### src/rtl/oled_pkg.sv
// Shared constants for the OLED SPI receiver: opcodes, panel geometry, decoder/addressing encodings.
// Optional build macro OLED_RX_PAGE_MODE_EN is consumed by oled_spi_rx.sv.
package oled_pkg;

   localparam int OLED_COLS     = 128;
   localparam int OLED_PAGES    = 8;
   localparam int OLED_FB_DEPTH = 1024;

   localparam logic [7:0] OP_DISP_OFF    = 8'hAE;
   localparam logic [7:0] OP_DISP_ON     = 8'hAF;
   localparam logic [7:0] OP_ENTIRE_OFF  = 8'hA4;
   localparam logic [7:0] OP_ENTIRE_ON   = 8'hA5;
   localparam logic [7:0] OP_NORMAL      = 8'hA6;
   localparam logic [7:0] OP_INVERT      = 8'hA7;
   localparam logic [7:0] OP_SEG_NORM    = 8'hA0;
   localparam logic [7:0] OP_SEG_REMAP   = 8'hA1;
   localparam logic [7:0] OP_COM_NORM    = 8'hC0;
   localparam logic [7:0] OP_COM_REMAP   = 8'hC8;
   localparam logic [7:0] OP_CONTRAST    = 8'h81;
   localparam logic [7:0] OP_ADDR_MODE   = 8'h20;
   localparam logic [7:0] OP_COL_ADDR    = 8'h21;
   localparam logic [7:0] OP_PAGE_ADDR   = 8'h22;
   localparam logic [7:0] OP_MUX_RATIO   = 8'hA8;
   localparam logic [7:0] OP_DISP_OFFSET = 8'hD3;
   localparam logic [7:0] OP_CLK_DIV     = 8'hD5;
   localparam logic [7:0] OP_PRECHARGE   = 8'hD9;
   localparam logic [7:0] OP_VCOMH       = 8'hDB;
   localparam logic [7:0] OP_CHARGE_PUMP = 8'h8D;

   typedef enum logic [1:0] {AM_HORZ = 2'b00, AM_VERT = 2'b01, AM_PAGE = 2'b10} addr_mode_e;
   typedef enum logic [1:0] {ST_OP, ST_ARG1, ST_ARG2} dec_state_e;

   function automatic logic takes_arg(input logic [7:0] op);
      return (op == OP_CONTRAST)  || (op == OP_ADDR_MODE)   || (op == OP_COL_ADDR) ||
             (op == OP_PAGE_ADDR) || (op == OP_MUX_RATIO)   || (op == OP_DISP_OFFSET) ||
             (op == OP_CLK_DIV)   || (op == OP_PRECHARGE)   || (op == OP_VCOMH) ||
             (op == OP_CHARGE_PUMP);
   endfunction

endpackage

### src/rtl/oled_spi_rx_byte.sv
// spi_byte_rx: synchronises the SPI pins, detects sclk rising edges and assembles MSB-first bytes.
// Also yields the combined soft reset (rst_n or synchronised panel reset).
module spi_byte_rx
   import oled_pkg::*;
#(
   parameter int SYNC_STAGES = 2
) (
   input  logic       clk,
   input  logic       rst_n,
   input  logic       sclk_i,
   input  logic       sdin_i,
   input  logic       cs_i,
   input  logic       dc_i,
   input  logic       reset_n_i,
   output logic       srst_o,
   output logic       byte_valid_o,
   output logic [7:0] byte_o,
   output logic       dc_o,
   output logic       byte_err_o
);

   logic [4:0] raw, syn;
   assign raw = {reset_n_i, dc_i, cs_i, sdin_i, sclk_i};

   generate
      if (SYNC_STAGES == 0) begin : g_nosync
         assign syn = raw;
      end else begin : g_sync
         logic [SYNC_STAGES-1:0][4:0] sync_q;
         always_ff @(posedge clk) begin
            if (!rst_n) begin
               sync_q <= '1;
            end else begin
               sync_q[0] <= raw;
               for (int i = 1; i < SYNC_STAGES; i++) sync_q[i] <= sync_q[i-1];
            end
         end
         assign syn = sync_q[SYNC_STAGES-1];
      end
   endgenerate

   logic       sclk_prev_q, cs_prev_q;
   logic [2:0] cnt_q, cnt_d;
   logic [6:0] shift_q, shift_d;
   logic [7:0] byte_q, byte_d;
   logic       dc_q, dc_d, valid_q, valid_d, err_q, err_d;
   logic       sclk_rise, cs_rise, take;

   assign srst_o = ~rst_n | ~syn[4];

   // An edge coincident with cs rising still counts, so a byte finishing as cs lifts is not an error.
   always_comb begin
      sclk_rise = syn[0] & ~sclk_prev_q;
      cs_rise   = syn[2] & ~cs_prev_q;
      take      = sclk_rise & (~syn[2] | cs_rise);
      cnt_d     = cnt_q;
      shift_d   = shift_q;
      byte_d    = byte_q;
      dc_d      = dc_q;
      valid_d   = 1'b0;
      err_d     = 1'b0;
      if (take) begin
         shift_d = {shift_q[5:0], syn[1]};
         if (cnt_q == 3'd7) begin
            byte_d  = {shift_q, syn[1]};
            dc_d    = syn[3];
            valid_d = 1'b1;
            cnt_d   = 3'd0;
         end else if (cs_rise) begin
            err_d = 1'b1;
            cnt_d = 3'd0;
         end else begin
            cnt_d = cnt_q + 3'd1;
         end
      end else if (cs_rise && cnt_q != 3'd0) begin
         err_d = 1'b1;
         cnt_d = 3'd0;
      end
   end

   always_ff @(posedge clk) begin
      sclk_prev_q <= syn[0];
      cs_prev_q   <= syn[2];
      if (srst_o) begin
         cnt_q   <= '0;
         shift_q <= '0;
         byte_q  <= '0;
         dc_q    <= 1'b0;
         valid_q <= 1'b0;
         err_q   <= 1'b0;
      end else begin
         cnt_q   <= cnt_d;
         shift_q <= shift_d;
         byte_q  <= byte_d;
         dc_q    <= dc_d;
         valid_q <= valid_d;
         err_q   <= err_d;
      end
   end

   assign byte_valid_o = valid_q;
   assign byte_o       = byte_q;
   assign dc_o         = dc_q;
   assign byte_err_o   = err_q;

endmodule

### src/rtl/oled_spi_rx.sv
// OLED panel SPI sink: decodes commands into panel state and writes data bytes to a framebuffer.
// Build macro OLED_RX_PAGE_MODE_EN adds vertical/page addressing and the B0-B7/00-1F opcodes.
module oled_spi_rx
   import oled_pkg::*;
#(
   parameter int         SYNC_STAGES  = 2,
   parameter logic [7:0] CONTRAST_RST = 8'h7F
) (
   input  logic       clk,
   input  logic       rst_n,
   input  logic       spi_sclk,
   input  logic       spi_sdin,
   input  logic       spi_cs,
   input  logic       spi_dc,
   input  logic       spi_reset,
   output logic       fb_we,
   output logic [9:0] fb_addr,
   output logic [7:0] fb_wdata,
   output logic       display_on,
   output logic [7:0] contrast,
   output logic       invert,
   output logic       entire_on,
   output logic       seg_remap,
   output logic       com_remap,
   output logic [5:0] start_line,
   output logic       charge_pump,
   output logic       frame_done,
   output logic       byte_err
);

   logic       srst, rx_valid, rx_dc;
   logic [7:0] b;

   spi_byte_rx #(.SYNC_STAGES(SYNC_STAGES)) u_rx (
      .clk(clk), .rst_n(rst_n), .sclk_i(spi_sclk), .sdin_i(spi_sdin), .cs_i(spi_cs),
      .dc_i(spi_dc), .reset_n_i(spi_reset), .srst_o(srst), .byte_valid_o(rx_valid),
      .byte_o(b), .dc_o(rx_dc), .byte_err_o(byte_err)
   );

   dec_state_e state_q, state_d;
   logic [7:0] pend_q, pend_d, contrast_q, contrast_d, wdata_q, wdata_d;
   logic [6:0] arg1_q, arg1_d, col_q, col_d, col_start_q, col_start_d, col_end_q, col_end_d;
   logic [2:0] page_q, page_d, page_start_q, page_start_d, page_end_q, page_end_d;
   logic [5:0] start_line_q, start_line_d;
   logic [9:0] addr_q, addr_d;
   logic disp_q, disp_d, inv_q, inv_d, ent_q, ent_d, seg_q, seg_d, com_q, com_d;
   logic cp_q, cp_d, we_q, we_d, fd_q, fd_d;
`ifdef OLED_RX_PAGE_MODE_EN
   addr_mode_e mode_q, mode_d;
`endif

   always_comb begin
      state_d = state_q;  pend_d = pend_q;  arg1_d = arg1_q;
      contrast_d = contrast_q;  start_line_d = start_line_q;
      disp_d = disp_q;  inv_d = inv_q;  ent_d = ent_q;  seg_d = seg_q;  com_d = com_q;  cp_d = cp_q;
      col_d = col_q;  col_start_d = col_start_q;  col_end_d = col_end_q;
      page_d = page_q;  page_start_d = page_start_q;  page_end_d = page_end_q;
      addr_d = addr_q;  wdata_d = wdata_q;  we_d = 1'b0;  fd_d = 1'b0;
`ifdef OLED_RX_PAGE_MODE_EN
      mode_d = mode_q;
`endif
      if (rx_valid && rx_dc) begin
         // Data aborts any half-received command and always goes to the framebuffer.
         state_d = ST_OP;
         we_d    = 1'b1;
         addr_d  = {page_q, col_q};
         wdata_d = b;
`ifdef OLED_RX_PAGE_MODE_EN
         if (mode_q == AM_VERT) begin
            if (page_q == page_end_q) begin
               page_d = page_start_q;
               if (col_q == col_end_q) begin
                  col_d = col_start_q;
                  fd_d  = 1'b1;
               end else begin
                  col_d = col_q + 7'd1;
               end
            end else begin
               page_d = page_q + 3'd1;
            end
         end else if (mode_q == AM_PAGE) begin
            col_d = col_q + 7'd1;
         end else
`endif
         begin
            if (col_q == col_end_q) begin
               col_d = col_start_q;
               if (page_q == page_end_q) begin
                  page_d = page_start_q;
                  fd_d   = 1'b1;
               end else begin
                  page_d = page_q + 3'd1;
               end
            end else begin
               col_d = col_q + 7'd1;
            end
         end
      end else if (rx_valid) begin
         case (state_q)
            ST_OP: begin
               if (b == OP_DISP_OFF || b == OP_DISP_ON)           disp_d = b[0];
               else if (b == OP_ENTIRE_OFF || b == OP_ENTIRE_ON)  ent_d  = b[0];
               else if (b == OP_NORMAL || b == OP_INVERT)         inv_d  = b[0];
               else if (b == OP_SEG_NORM || b == OP_SEG_REMAP)    seg_d  = b[0];
               else if (b == OP_COM_NORM)                         com_d  = 1'b0;
               else if (b == OP_COM_REMAP)                        com_d  = 1'b1;
               else if (b[7:6] == 2'b01)                          start_line_d = b[5:0];
               else if (takes_arg(b)) begin
                  pend_d  = b;
                  state_d = ST_ARG1;
               end
`ifdef OLED_RX_PAGE_MODE_EN
               else if (b[7:3] == 5'b10110) page_d = b[2:0];
               else if (b[7:4] == 4'h0)     col_d  = {col_q[6:4], b[3:0]};
               else if (b[7:4] == 4'h1)     col_d  = {b[2:0], col_q[3:0]};
`endif
            end
            ST_ARG1: begin
               state_d = ST_OP;
               case (pend_q)
                  OP_CONTRAST:    contrast_d = b;
                  OP_CHARGE_PUMP: cp_d = b[2];
                  OP_COL_ADDR, OP_PAGE_ADDR: begin
                     arg1_d  = b[6:0];
                     state_d = ST_ARG2;
                  end
`ifdef OLED_RX_PAGE_MODE_EN
                  OP_ADDR_MODE: mode_d = (b[1:0] == 2'b00) ? AM_HORZ :
                                         (b[1:0] == 2'b01) ? AM_VERT : AM_PAGE;
`endif
                  default: ;
               endcase
            end
            ST_ARG2: begin
               state_d = ST_OP;
               if (pend_q == OP_COL_ADDR) begin
                  col_start_d = arg1_q;
                  col_end_d   = b[6:0];
                  col_d       = arg1_q;
               end else begin
                  page_start_d = arg1_q[2:0];
                  page_end_d   = b[2:0];
                  page_d       = arg1_q[2:0];
               end
            end
            default: state_d = ST_OP;
         endcase
      end
   end

   always_ff @(posedge clk) begin
      if (srst) begin
         state_q <= ST_OP;  pend_q <= '0;  arg1_q <= '0;
         contrast_q <= CONTRAST_RST;  start_line_q <= '0;
         disp_q <= 1'b0;  inv_q <= 1'b0;  ent_q <= 1'b0;  seg_q <= 1'b0;  com_q <= 1'b0;  cp_q <= 1'b0;
         col_q <= '0;  col_start_q <= '0;  col_end_q <= 7'd127;
         page_q <= '0;  page_start_q <= '0;  page_end_q <= 3'd7;
         addr_q <= '0;  wdata_q <= '0;  we_q <= 1'b0;  fd_q <= 1'b0;
`ifdef OLED_RX_PAGE_MODE_EN
         mode_q <= AM_HORZ;
`endif
      end else begin
         state_q <= state_d;  pend_q <= pend_d;  arg1_q <= arg1_d;
         contrast_q <= contrast_d;  start_line_q <= start_line_d;
         disp_q <= disp_d;  inv_q <= inv_d;  ent_q <= ent_d;  seg_q <= seg_d;  com_q <= com_d;  cp_q <= cp_d;
         col_q <= col_d;  col_start_q <= col_start_d;  col_end_q <= col_end_d;
         page_q <= page_d;  page_start_q <= page_start_d;  page_end_q <= page_end_d;
         addr_q <= addr_d;  wdata_q <= wdata_d;  we_q <= we_d;  fd_q <= fd_d;
`ifdef OLED_RX_PAGE_MODE_EN
         mode_q <= mode_d;
`endif
      end
   end

   assign fb_we       = we_q;
   assign fb_addr     = addr_q;
   assign fb_wdata    = wdata_q;
   assign frame_done  = fd_q;
   assign display_on  = disp_q;
   assign contrast    = contrast_q;
   assign invert      = inv_q;
   assign entire_on   = ent_q;
   assign seg_remap   = seg_q;
   assign com_remap   = com_q;
   assign start_line  = start_line_q;
   assign charge_pump = cp_q;

endmodule
### config.mk
export PLATFORM = sky130hd
export DESIGN_NAME = oled_spi_rx
export DESIGN_NICKNAME = d
export VERILOG_FILES = /design/src/rtl/oled_pkg.sv /design/src/rtl/oled_spi_rx_byte.sv /design/src/rtl/oled_spi_rx.sv
export SDC_FILE = /design/constraint.sdc
export NUM_CORES = 1
export LEC_CHECK = 0
export ABC_AREA = 1
export CAP_MARGIN = 40
export CORE_MARGIN = 2
export CORE_UTILIZATION = 54
export CTS_CLUSTER_SIZE = 25
export DETAILED_ROUTE_END_ITERATION = 7
export PLACE_DENSITY = 0.75
export SYNTH_ARGS = -nofsm -noshare
export SYNTH_HDL_FRONTEND = slang
export SYNTH_SLANG_ARGS = --single-unit
### constraint.sdc
create_clock -name clk -period 3.09 [get_ports clk]
set_input_delay 0.618 -clock clk [delete_from_list [all_inputs] [get_ports clk]]
set_output_delay 0.618 -clock clk [all_outputs]
set_load 0.01 [all_outputs]
After elaboration in Yosys (flattened, before gate mapping)
Cells that the tools add are included.
W data, S select, Z words.
{"block": "op_classes", "n_addsub": 3, "eq_ne": 40, "mux": 34, "n_bitwise": 21, "n_reduce_logical": 42}
{"cell": "$eq A8 B8 Y1 const B", "n": 19}
{"cell": "$eq A8 B6 Y1 const B", "n": 5}
{"cell": "$mux W7", "n": 5}
{"cell": "$mux W3", "n": 10}
{"cell": "$reduce_and A4 Y1", "n": 7}
{"cell": "$mux W2", "n": 9}
{"cell": "$ne A2 B2 Y1 const B", "n": 9}
{"cell": "$not A1 Y1", "n": 16}
{"cell": "$logic_or A1 B1 Y1", "n": 13}
{"cell": "$reduce_and A11 Y1", "n": 1}
{"cell": "$reduce_and A10 Y1", "n": 1}
{"cell": "$reduce_bool A2 Y1", "n": 5}
{"cell": "$mux W1", "n": 9}
{"cell": "$reduce_and A9 Y1", "n": 1}
{"cell": "$reduce_and A8 Y1", "n": 1}
{"cell": "$add A7 B1 Y7 const B", "n": 1}
{"cell": "$eq A7 B7 Y1", "n": 1}
{"cell": "$reduce_and A7 Y1", "n": 1}
{"cell": "$add A3 B1 Y3 const B", "n": 2}
{"cell": "$reduce_and A6 Y1", "n": 1}
{"cell": "$reduce_or A2 Y1", "n": 3}
{"cell": "$reduce_and A5 Y1", "n": 1}
{"cell": "$eq A2 B1 Y1 const B", "n": 2}
{"cell": "$pmux W2 S2", "n": 1}
{"cell": "12 further kinds", "n": 16}
{"block": "totals", "register_bits": 120, "input_bits": 7, "output_inout_bits": 41, "elab_cells": 171}

Depth between registers and ports, before layout
{"block": "logic_depth", "ltp_word": 19, "depth_mapped": 12, "depth_no_buf": 12}

Hierarchy
Synthesis repeated with hierarchy kept, for this count alone.
{"block": "unflattened", "hier_cells": 698, "area_unflattened_um2": 5149.9}
{"mod": "oled_spi_rx", "n_inst": 1, "cells_per_inst": 542, "area_each_um2": 3923.8, "seq_area_each_um2": 1741.7}
{"mod": "spi_byte_rx", "n_inst": 1, "cells_per_inst": 156, "area_each_um2": 1226.2, "seq_area_each_um2": 660.6}

Worst setup path before layout
Ideal clock, no wire load.
{"block": "synth_timing", "path_type": "input to register", "from": "in rst_n", "to": "reg state_q[0]", "setup_time_ns": 0.070, "t_arrival_ns": 1.341, "slack_ns": 1.680, "stages": 5, "n_path_buf": 1, "cell_sequence": "nand2_1 > inv_2 > buf_1 > nand2_1 > a21oi_1"}
{"block": "synth_between", "elab_chain_len": 3}
{"element": "start: declaration", "line": "oled_spi_rx.sv:10", "source": "input logic rst_n,"}
{"element": "$not A1 Y1", "line": "oled_spi_rx_byte.sv:49", "source": "assign srst_o = ~rst_n | ~syn[4];"}
{"element": "$or A1 B1 Y1", "line": "oled_spi_rx_byte.sv:49"}
{"element": "$reduce_or A2 Y1 (no line)"}
{"element": "end signal: assignment", "line": "oled_spi_rx.sv:163", "source": "state_q <= state_d; pend_q <= pend_d; arg1_q <= arg1_d;"}
{"element": "end: declaration", "line": "oled_spi_rx.sv:40", "source": "dec_state_e state_q, state_d;"}
No other way between the ends.
A chain may end at the register's enable or synchronous reset.

Final worst setup path
{"block": "layout_timing", "from": "reg wdata_q[4], in the netlist fb_wdata[4]", "to": "out fb_wdata[4]"}
{"element": "start: declaration", "line": "oled_spi_rx.sv:41", "source": "logic [7:0] pend_q, pend_d, contrast_q, contrast_d, wdata_q, wdata_d;"}
{"element": "start signal: assignment", "line": "oled_spi_rx.sv:158", "source": "addr_q <= '0; wdata_q <= '0; we_q <= 1'b0; fd_q <= 1'b0;"}
{"element": "start signal: assignment", "line": "oled_spi_rx.sv:168", "source": "addr_q <= addr_d; wdata_q <= wdata_d; we_q <= we_d; fd_q <= fd_d;"}
{"element": "end: declaration", "line": "oled_spi_rx.sv:18", "source": "output logic [7:0] fb_wdata,"}
No word-level cell between the ends.

==> results.toml <==
[outcome]
status = "finished clean"

[detailed_routing]
wl_per_cell_um = 14.2
via_count = 4429
final_antenna_net_count = 0
drt_iter0_markers = 162
vias_per_cell = 5.43
drt_drc_violations_left = 0
first_pass_iters = 5
drt-total-wl_um = 11600

[finish]
drive_gt1_share_pct = 7.77
syn2layout_area_growth_pct = 23.4
diodes = 0
num-nets-final = 708

[clock_network]
htree_levels = 4
cts_buffer_depth = 2
worstSkewPairLatency_ns = 0.52
clkSlewWorstSetupHoldPaths_ns = 0.06
postCtsHoldBufs = 0
cts_resized = 0
cts_tree = "done"
cts-root-buf = "clkbuf_8"
cts_buffers = 17
cts.sinks = 120
postCtsSetupBuffers = 0

[synth]
yosysTopAreaCell = "dfxtp_1"
synthMuxAreaShare_pct = 0
yosys-top-cells-count = "nand2_1, dfxtp_1, o21ai_0, nor2_1, inv_1"
synth_top_family_by_area = "simple AND/OR/NAND/NOR gates"
synthFlopType = "dfxtp_1"
synth.cell_area_um2 = 4920
yosys-top-cells-area = "dfxtp_1, nand2_1, o21ai_0, nor2_1, inv_1"
synthXorXnorAreaFrac_pct = 1.78
netlist_instances = 653
synthAdderAreaFrac_pct = 1.27
synth_seq_cells = 120
synth_seq_area_share_pct = 48.8
ys_types = 33
yosys.area.top_type_share_pct = 48.8
synth-simple-area-share_pct = 23.0
yosys_warnings = 0
synth_edf_count = 0
syn_nets = 665
synthArstFlopShare_pct = 0
syn_avg_cell_area_um2 = 7.53
synth_compound_area_share_pct = 16.3
yosysMostFrequentCell = "nand2_1"

[power_and_ir_drop]
p_total_uw = 3710
ir_drop_mv = 0.433
p_leak_uw = 0.00266
powerDensity_nw_per_um2 = 611

[floorplan]
coreArea_um2 = 8760
ios = 48
dieArea_um2 = 9890
initial_core_util_pct = 56.1
die_h_um = 99.5
rows = 34
die_width_um = 99.5

[global_route]
grt_max_degree = 63
antenna_found_initial = 0
grt_pass1_wl_um = 19800
grt-ovfl-total = 0
grtUsageTotal_pct = 25.1
grt_pass1_vias = 4333

[timing]
tightest_slew_ns = 0.747
final.setup.tns_ns = 0
fin_ws_ns = 1.03
final-hold-violation-count = 0
maxSlewHeadroom_pct = 50.1
setup-violations-final = 0
clock.fmax_mhz = 487
finalCritPeriodShare_pct = 66.5
rsz0062_at_grt = "false"
skew_ns = 0.00730
drv_slew = 0
period_minus_slack_ns = 2.06

[critical_path]
worstPathArrival_ns = 1.44
path_class = "reg2out"
cp_cell_sequence = "clkdlybuf4s50_1"
crit_path_end_kind = "output pin"
crit_fanout = 2
start_kind = "flip-flop"
path_buf_inv = 1
cp_slowest_cell = "clkdlybuf4s50_1"
path_delay_family = "buffers and inverters"
cp.required_ns = 2.47
slowest_delay_ns = 0.57

[worst_hold_path]
hold_path.class = "reg2reg"

[placed_design]
place_hpwl_um = 7560
gp_congestion = 0.855
io_buffer_count = 47
place_worst_setup_slack_ns = 0.675

[job]
drv_cap = 0
[placed cells by master, fill, tap and decap left out, drive strengths merged]
cell type	netlist	routed
o31ai	5	5
nand4	4	4
bufinv	0	4
inv	79	80
o21ai	74	74
dfxtp	120	120
a211oi	3	3
nor4	2	2
clkbuf	15	21
clkinvlp	0	3
nand3	49	49
clkdlybuf4s50	0	47
nor2	78	78
nor4b	1	1
nand2	124	124
nor3	7	7
xnor2	5	5
xor2	5	5
a22oi	1	1
ha	5	5
clkinv	0	2
o211ai	18	18
a311oi	1	1
nand3b	1	1
a21oi	43	43
buf	13	5
[final cells by class]
| cell class | count | area [µm²] |
|---|---|---|
| clock buffers | 21 | 469 |
| flip-flops and latches | 120 | 2400 |
| fillers | 713 | 2690 |
| inverters | 79 | 297 |
| clock inverters | 10 | 165 |
| well taps | 108 | 135 |
| multi-input cells | 426 | 2080 |
| repair buffers | 52 | 520 |
[worst register-to-register path, stage by stage (launching register included)]
cell	delay, ns
dfxtp_1	0.33
nor2_1	0.10
inv_1	0.05
nor2_1	0.15
nand2_1	0.11
nor2_2	0.14
nand2_1	0.46
inv_1	0.34
nor2_1	0.06
nor2_1	0.11
[worst paths after layout]
kind / start / endpoint / slack [ns] / cells after the start
hold / removal: u_rx.syn[0] / u_rx.sclk_prev_q / 0.37 / 0
setup reg to reg: pend_q[2] / col_start_q[2] / 1.18 / 9
hold reg to reg: u_rx.syn[0] / u_rx.sclk_prev_q / 0.37 / 0
setup / recovery: fb_wdata[4] / fb_wdata[4] / 1.03 / 1
[metrics by stage]
step / area (µm²) / utilization, % / std cells / hold slack (ns)
detailed placement: 5440 / 62.1 / 785 / 0.365
global placement: 5440 / 62.1 / 785 / 0.356
finish: 6070 / 69.3 / 816 / 0.373
global route: 6070 / 69.3 / 816 / 0.377
CTS: 6070 / 69.3 / 816 / 0.373
floorplan: 4920 / - / 653 / 0.344
[layer usage]
| metal | wire length, µm | track usage (%) | part of all wire [%] |
|---|---|---|---|
| met5 | 0 | 0 | 0 |
| met4 | 235 | 11.3 | 2.0 |
| met3 | 694 | 6.47 | 6.0 |
| met2 | 5660 | 42.3 | 49 |
| met1 | 5020 | 30.3 | 43 |
[registers in the layout, summed over array words and instances (netlist names), 5 cells and up]
| signal | cells |
|---|---|
| u_rx.byte_o | 8 |
| arg1_q | 7 |
| u_rx.syn | 5 |
| col_start_q | 7 |
| contrast | 8 |
| u_rx.g_sync.sync_q | 5 |
| col_q | 7 |
| fb_wdata | 8 |
| pend_q | 8 |
| start_line | 6 |
| u_rx.shift_q | 7 |
| col_end_q | 7 |
| fb_addr | 10 |
[report_power, final]
| part | total [µW] | switching, µW | internal (µW) | leakage, µW |
|---|---|---|---|---|
| combinational | 62.9 | 40.9 | 22.0 | 0.00138 |
| sequential | 1560 | 4.29 | 1560 | 0.000970 |
| clock | 2090 | 695 | 1390 | 0.000303 |
| total | 3710 | 740 | 2970 | 0.00266 |
[kinds of logic after synthesis]
logic type,count (synthesis)
xor gates and xnor gates,10
adders and majority gates,5
DFF,120
AOI/OAI and AO/OA,145
buffers and inverters,107
and+or+nand+nor,266
No activity file was read; power rests on OpenSTA's default activity.
